File: src/rtl/tpu_seq_ctrl.sv
// tpu_seq_ctrl: command sequencer in front of a matmul engine.
// Accepts one command at a time (WRA/WRB buffer writes, START, RDC
// result reads through a single-row cache, STATUS) and returns one
// response word per command through a valid/ready handshake.
// Optional build macro: TPU_SEQ_TIMEOUT_EN adds a RUN-state watchdog
// that gives up after TIMEOUT_CYCLES and reports 32'hFFFF_FFFF.
module tpu_seq_ctrl #(
  parameter int TIMEOUT_CYCLES = 4096,
  parameter int IDX_W          = 12
) (
  input  logic             clk,
  input  logic             reset,
  input  logic             cmd_valid,
  output logic             cmd_ready,
  input  logic [6:0]       cmd_func,
  input  logic [31:0]      cmd_in0,
  input  logic [31:0]      cmd_in1,
  output logic             rsp_valid,
  input  logic             rsp_ready,
  output logic [31:0]      rsp_data,
  output logic             a_we,
  output logic             b_we,
  output logic [IDX_W-1:0] a_index,
  output logic [IDX_W-1:0] b_index,
  output logic [31:0]      a_data,
  output logic [31:0]      b_data,
  output logic             tpu_start,
  output logic [7:0]       tpu_k,
  output logic [7:0]       tpu_m,
  output logic [7:0]       tpu_n,
  input  logic             tpu_done,
  output logic [IDX_W-1:0] c_index,
  input  logic [127:0]     c_data
);

  localparam logic [6:0] FN_WRA    = 7'd1;
  localparam logic [6:0] FN_WRB    = 7'd2;
  localparam logic [6:0] FN_START  = 7'd3;
  localparam logic [6:0] FN_RDC    = 7'd4;
  localparam logic [6:0] FN_STATUS = 7'd8;

  typedef enum logic [2:0] {
    IDLE    = 3'd0,
    WR      = 3'd1,
    RUN     = 3'd2,
    RD_WAIT = 3'd3,
    RD_CAP  = 3'd4,
    RESP    = 3'd5
  } state_t;

  state_t             state_q, state_d;
  logic [31:0]        rsp_data_q, rsp_data_d;
  logic               a_we_q, a_we_d;
  logic               b_we_q, b_we_d;
  logic [IDX_W-1:0]   a_index_q, a_index_d;
  logic [IDX_W-1:0]   b_index_q, b_index_d;
  logic [31:0]        a_data_q, a_data_d;
  logic [31:0]        b_data_q, b_data_d;
  logic               tpu_start_q, tpu_start_d;
  logic [7:0]         tpu_k_q, tpu_k_d;
  logic [7:0]         tpu_m_q, tpu_m_d;
  logic [7:0]         tpu_n_q, tpu_n_d;
  logic [IDX_W-1:0]   c_index_q, c_index_d;
  logic               cache_vld_q, cache_vld_d;
  logic [IDX_W-1:0]   cache_row_q, cache_row_d;
  logic [127:0]       cache_data_q, cache_data_d;
  logic [1:0]         ws_q, ws_d;
  logic               run_active;
  logic               timeout_flag;
  logic [IDX_W-1:0]   rdc_row;

  // Word 0 is the most significant 32 bits of the result row.
  function automatic logic [31:0] sel_word(input logic [127:0] row,
                                           input logic [1:0]   ws);
    logic [31:0] w;
    case (ws)
      2'd0:    w = row[127:96];
      2'd1:    w = row[95:64];
      2'd2:    w = row[63:32];
      default: w = row[31:0];
    endcase
    return w;
  endfunction

`ifdef TPU_SEQ_TIMEOUT_EN
  localparam int CNT_W = $clog2(TIMEOUT_CYCLES) + 1;
  localparam logic [CNT_W-1:0] CNT_LAST = CNT_W'(TIMEOUT_CYCLES - 1);

  logic [CNT_W-1:0] tmo_cnt_q, tmo_cnt_d;
  logic             timeout_flag_q, timeout_flag_d;

  assign timeout_flag = timeout_flag_q;

  // Watchdog counter and sticky timeout flag.
  always_ff @(posedge clk) begin
    if (reset) begin
      tmo_cnt_q      <= '0;
      timeout_flag_q <= 1'b0;
    end else begin
      tmo_cnt_q      <= tmo_cnt_d;
      timeout_flag_q <= timeout_flag_d;
    end
  end
`else
  logic unused_timeout_param;

  assign timeout_flag         = 1'b0;
  assign unused_timeout_param = (TIMEOUT_CYCLES == 0);
`endif

  logic unused_cmd_in1;
  assign unused_cmd_in1 = ^cmd_in1[31:IDX_W];

  assign rdc_row    = cmd_in0[IDX_W-1:0];
  assign run_active = (state_q == RUN);

  // Next-state and next-register logic for the command sequencer.
  always_comb begin
    state_d      = state_q;
    rsp_data_d   = rsp_data_q;
    a_we_d       = 1'b0;
    b_we_d       = 1'b0;
    a_index_d    = a_index_q;
    b_index_d    = b_index_q;
    a_data_d     = a_data_q;
    b_data_d     = b_data_q;
    tpu_start_d  = 1'b0;
    tpu_k_d      = tpu_k_q;
    tpu_m_d      = tpu_m_q;
    tpu_n_d      = tpu_n_q;
    c_index_d    = c_index_q;
    cache_vld_d  = cache_vld_q;
    cache_row_d  = cache_row_q;
    cache_data_d = cache_data_q;
    ws_d         = ws_q;
`ifdef TPU_SEQ_TIMEOUT_EN
    tmo_cnt_d      = tmo_cnt_q;
    timeout_flag_d = timeout_flag_q;
`endif

    case (state_q)
      IDLE: begin
        if (cmd_valid) begin
          ws_d = cmd_in1[1:0];
          case (cmd_func)
            FN_WRA: begin
              a_index_d = cmd_in1[IDX_W-1:0];
              a_data_d  = cmd_in0;
              a_we_d    = 1'b1;
              state_d   = WR;
            end
            FN_WRB: begin
              b_index_d = cmd_in1[IDX_W-1:0];
              b_data_d  = cmd_in0;
              b_we_d    = 1'b1;
              state_d   = WR;
            end
            FN_START: begin
              tpu_k_d     = cmd_in0[7:0];
              tpu_m_d     = cmd_in0[15:8];
              tpu_n_d     = cmd_in1[7:0];
              tpu_start_d = 1'b1;
              cache_vld_d = 1'b0;
`ifdef TPU_SEQ_TIMEOUT_EN
              tmo_cnt_d      = '0;
              timeout_flag_d = 1'b0;
`endif
              state_d     = RUN;
            end
            FN_RDC: begin
              if (cache_vld_q && (cache_row_q == rdc_row)) begin
                rsp_data_d = sel_word(cache_data_q, cmd_in1[1:0]);
                state_d    = RESP;
              end else begin
                // Result memory answers one cycle after the address moves.
                c_index_d = rdc_row;
                state_d   = RD_WAIT;
              end
            end
            FN_STATUS: begin
              rsp_data_d = {29'b0, timeout_flag, cache_vld_q, run_active};
              state_d    = RESP;
            end
            default: begin
              rsp_data_d = 32'h0;
              state_d    = RESP;
            end
          endcase
        end
      end
      WR: begin
        rsp_data_d = 32'h0;
        state_d    = RESP;
      end
      RUN: begin
        if (tpu_done) begin
          rsp_data_d = 32'd3;
          state_d    = RESP;
        end
`ifdef TPU_SEQ_TIMEOUT_EN
        else if (tmo_cnt_q == CNT_LAST) begin
          rsp_data_d     = 32'hFFFF_FFFF;
          timeout_flag_d = 1'b1;
          state_d        = RESP;
        end else begin
          tmo_cnt_d = tmo_cnt_q + 1'b1;
        end
`endif
      end
      RD_WAIT: begin
        state_d = RD_CAP;
      end
      RD_CAP: begin
        cache_data_d = c_data;
        cache_row_d  = c_index_q;
        cache_vld_d  = 1'b1;
        rsp_data_d   = sel_word(c_data, ws_q);
        state_d      = RESP;
      end
      RESP: begin
        if (rsp_ready) begin
          state_d = IDLE;
        end
      end
      default: begin
        state_d = IDLE;
      end
    endcase
  end

  // Control and output registers with synchronous reset.
  always_ff @(posedge clk) begin
    if (reset) begin
      state_q     <= IDLE;
      rsp_data_q  <= '0;
      a_we_q      <= 1'b0;
      b_we_q      <= 1'b0;
      a_index_q   <= '0;
      b_index_q   <= '0;
      a_data_q    <= '0;
      b_data_q    <= '0;
      tpu_start_q <= 1'b0;
      tpu_k_q     <= '0;
      tpu_m_q     <= '0;
      tpu_n_q     <= '0;
      c_index_q   <= '0;
      cache_vld_q <= 1'b0;
    end else begin
      state_q     <= state_d;
      rsp_data_q  <= rsp_data_d;
      a_we_q      <= a_we_d;
      b_we_q      <= b_we_d;
      a_index_q   <= a_index_d;
      b_index_q   <= b_index_d;
      a_data_q    <= a_data_d;
      b_data_q    <= b_data_d;
      tpu_start_q <= tpu_start_d;
      tpu_k_q     <= tpu_k_d;
      tpu_m_q     <= tpu_m_d;
      tpu_n_q     <= tpu_n_d;
      c_index_q   <= c_index_d;
      cache_vld_q <= cache_vld_d;
    end
  end

  // Cache payload and word select; qualified by cache_vld_q / state, so no reset.
  always_ff @(posedge clk) begin
    cache_row_q  <= cache_row_d;
    cache_data_q <= cache_data_d;
    ws_q         <= ws_d;
  end

  assign cmd_ready = (state_q == IDLE);
  assign rsp_valid = (state_q == RESP);
  assign rsp_data  = rsp_data_q;
  assign a_we      = a_we_q;
  assign b_we      = b_we_q;
  assign a_index   = a_index_q;
  assign b_index   = b_index_q;
  assign a_data    = a_data_q;
  assign b_data    = b_data_q;
  assign tpu_start = tpu_start_q;
  assign tpu_k     = tpu_k_q;
  assign tpu_m     = tpu_m_q;
  assign tpu_n     = tpu_n_q;
  assign c_index   = c_index_q;

endmodule

File: config.mk
export PLATFORM = sky130hd
export DESIGN_NAME = tpu_seq_ctrl
export DESIGN_NICKNAME = d
export VERILOG_FILES = /design/src/rtl/tpu_seq_ctrl.sv
export SDC_FILE = /design/constraint.sdc
export NUM_CORES = 1
export LEC_CHECK = 0
export ABC_AREA = 1
export CORE_UTILIZATION = 24
export CTS_BUF_LIST = sky130_fd_sc_hd__clkbuf_4 sky130_fd_sc_hd__clkbuf_8
export CTS_CLUSTER_SIZE = 30
export DETAILED_ROUTE_END_ITERATION = 8
export PLACE_DENSITY = 0.48
export REMOVE_ABC_BUFFERS = 1
export SYNTH_ARGS = -nofsm -noshare
export SYNTH_HDL_FRONTEND = slang
export SYNTH_SLANG_ARGS = --single-unit
export TNS_END_PERCENT = 30
File: constraint.sdc
create_clock -name clk -period 7.1 [get_ports clk]
set_input_delay 1.42 -clock clk [delete_from_list [all_inputs] [get_ports clk]]
set_output_delay 1.42 -clock clk [all_outputs]
set_load 0.1 [all_outputs]
Word level (Yosys, flattened, before mapping)
Index checks and enable logic that the tools add are counted.

Equality and inequality tests: 21. Bitwise gates (word level): 3. Multiplexer cells: 19. Reduce and logical (&&, ||, !) cells: 18.

Operator list (count): 32-bit case mux with 3 select lines (3); 32-bit case mux with 4 select lines (1); 32-bit two-way mux (3); 3-bit case mux with 5 select lines (1); 3-bit AND reduction (5); 7-bit by 2-bit equality test with 1-bit output (second input constant) (2); 12-bit equality test (1); 3-bit two-way mux (4); 3-bit case mux with 3 select lines (1); 7-bit by 1-bit equality test with 1-bit output (second input constant) (1); 7-bit by 3-bit equality test with 1-bit output (second input constant) (1); 7-bit by 4-bit equality test with 1-bit output (second input constant) (1); 3-bit by 2-bit equality test with 1-bit output (second input constant) (2); 3-bit equality test (second input constant) (2); 2-bit != test (second input constant) (3); 3-bit OR reduction (2); 1-bit two-way mux (5); 5-bit AND reduction (1); 2-bit by 1-bit equality test with 1-bit output (second input constant) (2); 2-bit equality test (second input constant) (2); 2-bit zero test (2); 2-bit by 1-bit != test with 1-bit output (second input constant) (2); 4-bit AND reduction (1); 4-bit nonzero test (1); 9 further kinds (12).

Word-level logic and storage cells: 78. Register bits: 305. Output and inout bits: 161.

Logic depth before layout (Yosys ltp)
Gate-level depths: netlist of run 1.

Depth after elaboration: 6. Gate-level depth with buffers: 13.

Least setup slack after synthesis of run 1
No wires, ideal clock.

Path type: register -> register. From: reg state_q[1]. To: reg rsp_data_q[1], in the netlist rsp_data[1]. Path buffers: 1. Slack: 2.927 ns. Period minus slack after synthesis: 4.173 ns. Required time: 7.036 ns. Arrival: 4.109 ns. Setup time: 0.064 ns. Cell stages (with the launch flop): 9. Cells stage by stage: dfxtp_1 -> nor2_1 -> nand2_1 -> buf_2 -> inv_1 -> a21oi_1 -> nand2_1 -> nor2_1 -> nor2_1.

Cells in the longest elaborated chain, start to end: 3. Elaborated cells on any way between the ends: 11.

RTL lines: start: declaration (RTL line 51) `state_t state_q, state_d;`; start signal: assignment (RTL line 249) `state_q <= state_d;`; 3-bit by 2-bit equality test with 1-bit output (tied with other cells) (RTL line 141) `case (state_q)`; 4-bit nonzero test (no line) (tied with other cells); 5-bit AND reduction (no line); end signal: assignment (RTL line 250) `rsp_data_q <= rsp_data_d;`; end: declaration (RTL line 52) `logic [31:0] rsp_data_q, rsp_data_d;`.

Several ways; a longest one is shown, not always the timed one. A chain may end at the register's enable or synchronous reset.

Final worst setup path of run 1
From: reg state_q[2]. To: out rsp_valid.

Cells in the longest elaborated chain, start to end: 1.

RTL lines: 3-bit equality test (RTL line 274) `assign rsp_valid = (state_q == RESP);`; end: declaration (RTL line 18) `output logic rsp_valid,`.

No other way between the ends.

==> load_flow_metrics.sql, run 1 <==
INSERT INTO impl_metrics (metric_group, metric, value, unit) VALUES
('power_and_ir_drop', 'power.density_cell_area', '326', 'nW/um^2'),
('synthesis', 'synth_largest_type_area_fraction', '32.6', '%'),
('synthesis', 'yosys.area.top_type', 'edfxtp_1', ''),
('synthesis', 'ys_ff_latch', '305', ''),
('global_route', 'grt_max_degree', '104', ''),
('power_and_ir_drop', 'total_power', '6.00', 'mW'),
('global_route', 'vias_in_the_first_global_route', '11200', ''),
('setup_path', 'worst-endpoint-arrival', '2.74', 'ns'),
('timing', 'holdWs', '0.445', 'ns'),
('routing', 'detail-route-antenna-nets', '0', ''),
('cts', 'tritoncts', 'done', ''),
('routing', 'drt_wl_total', '49.6', 'mm'),
('synthesis', 'yosys_warnings', '0', ''),
('cts', 'cts_sinks', '305', ''),
('cts', 'cts-root-buf', 'clkbuf_8', ''),
('cts', 'cts_buffers', '56', ''),
('outcome', 'outcome', 'complete, no violations', ''),
('die', 'io_pins', '365', ''),
('power_and_ir_drop', 'power.ir.vdd_worst', '181', 'uV'),
('placed_design', 'dp_hpwl', '30.3', 'mm'),
('synthesis', 'synthesis.area_per_instance', '8.39', 'sq um'),
('job', 'maxCapViolations', '0', ''),
('layout', 'finalNetCount', '2084', ''),
('global_route', 'grt_remaining_overflow', '0', ''),
('routing', 'post-route-drc-count', '0', ''),
('timing', 'unrepaired_setup_endpoints_after_global_routing', 'false', ''),
('timing', 'fin_tns_setup', '0', 'ns'),
('cts', 'htree_levels', '2', ''),
('cts', 'clock_transition_at_path_regs', '0.06', 'ns'),
('die', 'die_width', '235', 'um'),
('timing', 'setup_viol', '0', ''),
('die', 'initial_core_util', '24.3', '%'),
('synthesis', 'synthCells', '1558', ''),
('timing', 'maximum_clock_frequency', '240', 'MHz'),
('setup_path', 'crit_path_end_kind', 'primary output', ''),
('placed_design', 'port-buffer-count', '344', ''),
('routing', 'avgViaCountPerCell', '4.48', ''),
('die', 'die_h', '235', 'um'),
('timing', 'report.final.slew_viol_count', '0', ''),
('routing', 'dr_total_vias', '11800', ''),
('timing', 'finalCritPeriodShare', '58.6', '%'),
('setup_path', 'timing.critical_path.from_type', 'flip-flop', ''),
('cts', 'postCtsHoldBufs', '0', ''),
('global_route', 'grt_antenna_before_repair', '3', ''),
('routing', 'detailedRoute.firstPassIterationCount', '5', ''),
('routing', 'wl_per_cell', '18.9', 'um'),
('timing', 'min_period', '4.16', 'ns'),
('layout', 'syn_to_final_growth', '40.9', '%'),
('cts', 'post-cts-setup-buffers', '0', ''),
('global_route', 'grt_pass1_wl', '72.1', 'mm'),
('setup_path', 'crit_type', 'reg -> out', ''),
('die', 'fp-row-count', '85', ''),
('timing', 'finalHoldViolCount', '0', ''),
('power_and_ir_drop', 'static-leakage-power', '7.37', 'nW'),
('synthesis', 'ys_types', '29', ''),
('synthesis', 'synth.yosys.seq_area_share', '57.6', '%'),
('routing', 'drt_first_iter_violations', '871', ''),
('synthesis', 'mappedNetlistArea', '13100', 'sq um'),
('timing', 'timing_worst_slew_pin_value', '1.15', 'ns'),
('setup_path', 'critical_path_required', '5.68', 'ns'),
('cts', 'cts_resized', '0', ''),
('setup_path', 'path_max_fanout', '5', ''),
('timing', 'clock-skew-final', '0.00780', 'ns'),
('synthesis', 'yosys-top-cells-area', 'edfxtp_1, dfxtp_1, nand2_1', ''),
('die', 'dieArea', '55400', 'sq um'),
('layout', 'most-common-layout-cells', 'clkdlybuf4s50_1, nand2_1, nor2_1', ''),
('setup_path', 'worst_path_largest_cell_delay', '1.21', 'ns'),
('cts', 'worstSkewPairLatency', '0.65', 'ns'),
('setup_path', 'slowest_stage', 'clkdlybuf4s50_1', ''),
('setup_path', 'timing.critical_path.cells', 'inv_1 -> nor3_1 -> clkdlybuf4s50_1', ''),
('timing', 'slew_headroom', '23.4', '%'),
('global_route', 'track_usage', '17.4', '%'),
('layout', 'fraction_of_final_layout_cells_sized_beyond_drive_strength_1', '7.68', '%'),
('layout', 'most_common_cell_after_layout_fill_and_taps_aside', 'clkdlybuf4s50_1', ''),
('placed_design', 'gp_congestion', '0.772', ''),
('cts', 'cts_max_path_buffers', '3', ''),
('die', 'placeable_core_region', '53800', 'sq um'),
('hold_path', 'worstHoldPathType', 'reg -> reg', '');
[flip-flops by register name, indices dropped and copies added, names as in the netlist, 12 cells and up]
signal	flops
cache_data_q	128
b_data	32
a_data	32
a_index	12
cache_row_q	12
rsp_data	32
c_index	12
b_index	12
[stage by stage]
stage,cells,instance area (sq um),util [%],setup slack (ns)
final,2626,18400,34.2,2.94
after global routing,2625,18400,34.2,2.74
after CTS,2623,18400,34.2,2.87
after detailed placement,2518,17100,31.8,2.66
after global placement,2518,17100,31.8,2.71
after floorplan,1459,12600,-,2.63
[final timing paths]
kind / slack [ns] / cells after the start / to / from
worst max-delay path: 2.94 / 3 / rsp_valid / state_q[2]
worst min-delay path: 0.45 / 2 / tpu_n[4] / tpu_n[4]
worst max register to register: 4.08 / 8 / b_data[15] / state_q[1]
worst min register to register: 0.45 / 2 / tpu_n[4] / tpu_n[4]
[metal layers]
layer / track usage [%] / vias up / routed length, um
met5: 0 / - / 13
met4: 5.05 / 2 / 1000
met3: 3.10 / 70 / 2480
met2: 29.7 / 333 / 24100
met1: 22.4 / 5535 / 22100
li1: - / 5823 / -
[worst max-delay path, delay by kind of cell, from the launching register on]
kind,cells,cell delay (ns)
buffers and inverters,2,1.33
flip-flops,1,0.40
AND/OR/NAND/NOR,1,0.36
[report_power, final]
part,switching [mW],internal (mW),total [mW]
clock network,0.799,1.10,1.90
registers,0.0975,2.14,2.24
logic,1.38,0.478,1.85
[cells in the mapped netlist (all sizes together)]
| cell type | number |
|---|---|
| o21ai | 143 |
| or2 | 1 |
| o211ai | 3 |
| dfxtp | 163 |
| nor2 | 221 |
| nor3 | 5 |
| nand4 | 66 |
| clkinv | 3 |
| a21boi | 1 |
| nand3 | 167 |
| buf | 33 |
| a21oi | 107 |
| clkbuf | 66 |
| nand2 | 252 |
| inv | 185 |
| edfxtp | 142 |
[layout make-up]
class                   instances  area (sq um)
multi-input cells             966          4430
repair buffers                363          3580
inverters                     188           713
fillers                      5515         35400
flip-flops and latches        305          7530
clock buffers                  89          1110
diodes                          3          7.51
well taps                     696           871
clock inverters                16           178
[logic make-up after synthesis]
logic type	after synthesis	share of synthesized area, %
and+or+nand+nor	712	23.8
DFF	305	57.6
buffers and inverters	287	8.74
AOI/OAI and AO/OA	254	9.84
No activity file was read; power rests on OpenSTA's default activity.
==> run 2, diff against run 1 <==
--- a/config.mk
+++ b/config.mk
@@ -10,7 +10,7 @@
 export CTS_BUF_LIST = sky130_fd_sc_hd__clkbuf_4 sky130_fd_sc_hd__clkbuf_8
 export CTS_CLUSTER_SIZE = 30
 export DETAILED_ROUTE_END_ITERATION = 8
-export PLACE_DENSITY = 0.48
+export PLACE_DENSITY = 0.49
 export REMOVE_ABC_BUFFERS = 1
 export SYNTH_ARGS = -nofsm -noshare
 export SYNTH_HDL_FRONTEND = slang
==> constraint.sdc (replaced) <==
create_clock -name clk -period 3.3 [get_ports clk]
set_input_delay 0.66 -clock clk [delete_from_list [all_inputs] [get_ports clk]]
set_output_delay 0.66 -clock clk [all_outputs]
set_load 0.1 [all_outputs]
==> run 2 against run 1 <==
Via count hardly changed. Register-to-register slack lost 3.3 ns. Global-route usage is 0.22 points lower. Clock skew is 0.027 ns higher. First-iteration DRC count fell by 22%. Total power rose by 110%. Sequential power is 120% higher. Core utilization fell by 0.47 points. Non-clock buffer count rose by 16. Design area fell by 1.4%. Critical endpoint unchanged. Largest power group unchanged.
==> load_flow_metrics.sql, run 2 (synthesized netlist as in run 1, its figures left out) <==
INSERT INTO impl_metrics (metric_group, metric, value, unit) VALUES
('cts', 'tritoncts', 'done', ''),
('cts', 'cts_max_path_buffers', '3', ''),
('timing', 'fin_tns_setup', '0', 'ns'),
('die', 'initial_core_util', '24.3', '%'),
('timing', 'min_period', '2.62', 'ns'),
('outcome', 'outcome', 'complete, no violations', ''),
('setup_path', 'crit_type', 'reg -> out', ''),
('cts', 'cts_resized', '0', ''),
('die', 'die_width', '235', 'um'),
('die', 'die_h', '235', 'um'),
('power_and_ir_drop', 'switchingPower', '4.87', 'mW'),
('die', 'io_pins', '365', ''),
('layout', 'final.fill_count', '5656', ''),
('timing', 'report.final.slew_viol_count', '0', ''),
('power_and_ir_drop', 'power.ir.vdd_worst', '340', 'uV'),
('setup_path', 'path_max_fanout', '5', ''),
('setup_path', 'r2r.worst_path.cells', '10', ''),
('setup_path', 'crit_path_end_kind', 'primary output', ''),
('power_and_ir_drop', 'p_int', '7.78', 'mW'),
('routing', 'drt_first_iter_violations', '679', ''),
('layout', 'most-common-layout-cells', 'nand2_1, nor2_1, buf_4', ''),
('timing', 'timing_worst_slew_pin_value', '0.932', 'ns'),
('layout', 'final_area', '18200', 'sq um'),
('timing', 'slew_headroom', '37.6', '%'),
('power_and_ir_drop', 'clockPowerShare', '30.2', '%'),
('global_route', 'grt_antenna_before_repair', '4', ''),
('layout', 'register_area', '7530', 'sq um'),
('cts', 'htree_levels', '2', ''),
('routing', 'avgViaCountPerCell', '4.45', ''),
('layout', 'fraction_of_final_layout_cells_sized_beyond_drive_strength_1', '16.3', '%'),
('timing', 'clock-skew-final', '0.0349', 'ns'),
('layout', 'most_common_cell_after_layout_fill_and_taps_aside', 'nand2_1', ''),
('placed_design', 'instance_area_after_placement', '17000', 'sq um'),
('power_and_ir_drop', 'swShare', '38.5', '%'),
('layout', 'post_layout_nonfiller_instances', '2644', ''),
('hold_path', 'hold_path_depth', '1', ''),
('timing', 'setup_viol', '0', ''),
('cts', 'cts_sinks', '305', ''),
('timing', 'finalHoldViolCount', '0', ''),
('power_and_ir_drop', 'combPwrFrac', '31.5', '%'),
('routing', 'detailedRoute.firstPassIterationCount', '7', ''),
('placed_design', 'port-buffer-count', '344', ''),
('placed_design', 'dp_hpwl', '31.7', 'mm'),
('global_route', 'track_usage', '17.2', '%'),
('die', 'fp-row-count', '85', ''),
('hold_path', 'worstHoldPathType', 'in -> reg', ''),
('timing', 'finalCritPeriodShare', '79.3', '%'),
('setup_path', 'timing.critical_path.from_type', 'flip-flop', ''),
('cts', 'cts-root-buf', 'clkbuf_8', ''),
('job', 'maxCapViolations', '0', ''),
('placed_design', 'pre_cts_ws', '0.511', 'ns'),
('routing', 'drt_wl_total', '48.5', 'mm'),
('cts', 'post-cts-setup-buffers', '0', ''),
('layout', 'regMostFlops', 'cache_data_q', ''),
('power_and_ir_drop', 'power.density_cell_area', '696', 'nW/um^2'),
('die', 'dieArea', '55400', 'sq um'),
('layout', 'finalNetCount', '2100', ''),
('placed_design', 'dp.cells', '2534', ''),
('cts', 'cts_buffers', '56', ''),
('layout', 'number_of_flip_flops_under_the_largest_register_name', '128', ''),
('cts', 'postCtsHoldBufs', '0', ''),
('die', 'placeable_core_region', '53800', 'sq um'),
('timing', 'maximum_clock_frequency', '382', 'MHz'),
('global_route', 'grt_max_degree', '66', ''),
('placed_design', 'gp_congestion', '0.824', ''),
('timing', 'postLayoutSetupSlackWorst', '0.685', 'ns'),
('routing', 'post-route-drc-count', '0', ''),
('power_and_ir_drop', 'static-leakage-power', '7.75', 'nW'),
('routing', 'detail-route-antenna-nets', '0', ''),
('routing', 'wl_per_cell', '18.3', 'um'),
('power_and_ir_drop', 'share_seq_of_total_power', '38.3', '%'),
('routing', 'dr_total_vias', '11800', ''),
('layout', 'syn_to_final_growth', '39.0', '%'),
('layout', 'multi_input_area', '4430', 'sq um'),
('cts', 'clock_transition_at_path_regs', '0.07', 'ns'),
('global_route', 'vias_in_the_first_global_route', '11600', ''),
('setup_path', 'critical_path_required', '2.64', 'ns'),
('cts', 'worstSkewPairLatency', '0.66', 'ns'),
('global_route', 'grt_pass1_wl', '72.1', 'mm'),
('setup_path', 'worst-endpoint-arrival', '1.96', 'ns'),
('global_route', 'grt_remaining_overflow', '0', ''),
('timing', 'unrepaired_setup_endpoints_after_global_routing', 'false', '');
==> run 2: cell count changes in the layout (fill, tap and decap cells not counted), sizes merged <==
cell / delta
diode: +1
clkinvlp: +1
clkbuf: -4
buf: +177
clkinv: +5
clkdlybuf4s50: -161
bufinv: -1
==> run 2: area by class of cell <==
cell class,count,area share (%)
sequential,305,41.5
multi-input combinational,966,24.4
timing repair buffer,379,18.9
clock buffer,85,5.58
tap,696,4.80
inverter,188,3.93
clock inverter,21,0.868
antenna,4,0.0551
==> run 2: through the flow <==
| step | hold WS, ns | power, mW | utilization [%] |
|---|---|---|---|
| 4_1_cts | 0.258 | 12.9 | 33.7 |
| 3_3_place_gp | 0.433 | 8.92 | 31.5 |
| 3_5_place_dp | 0.438 | 8.95 | 31.5 |
| 6_report | 0.313 | 12.6 | 33.7 |
| 2_1_floorplan | 0.445 | 7.58 | - |
| 5_1_grt | 0.275 | 13.4 | 33.7 |
==> run 2: critical path, stage by stage, from the launching register on <==
cell and delay [ns]:
dfxtp_1 0.41, inv_1 0.11, nor3_1 0.39, buf_4 0.37
==> run 2: per-layer routing <==
layer	wire [um]	vias up	track usage, %
li1	-	5850	-
met1	20500	5518	21.1
met2	24500	321	30.0
met3	2170	77	2.84
met4	1310	0	6.50
met5	0	-	0
==> run 2: worst paths after layout <==
kind	startpoint	to	slack (ns)
setup / recovery	state_q[2]	rsp_valid	0.68
hold reg to reg	tpu_n[1]	tpu_n[1]	0.45
hold / removal	cmd_in1[0]	ws_q[0]	0.31
setup reg to reg	ws_q[1]	rsp_data[5]	0.78
==> run 2: power by group through the flow <==
stage | Clock (mW) | Combinational (mW) | Sequential, mW
2_1_floorplan | 0 | 1.41 | 6.17
3_3_place_gp | 0 | 4.00 | 4.92
3_5_place_dp | 0 | 4.02 | 4.92
4_1_cts | 3.97 | 4.04 | 4.85
5_1_grt | 4.13 | 4.33 | 4.90
6_report | 3.82 | 3.98 | 4.84
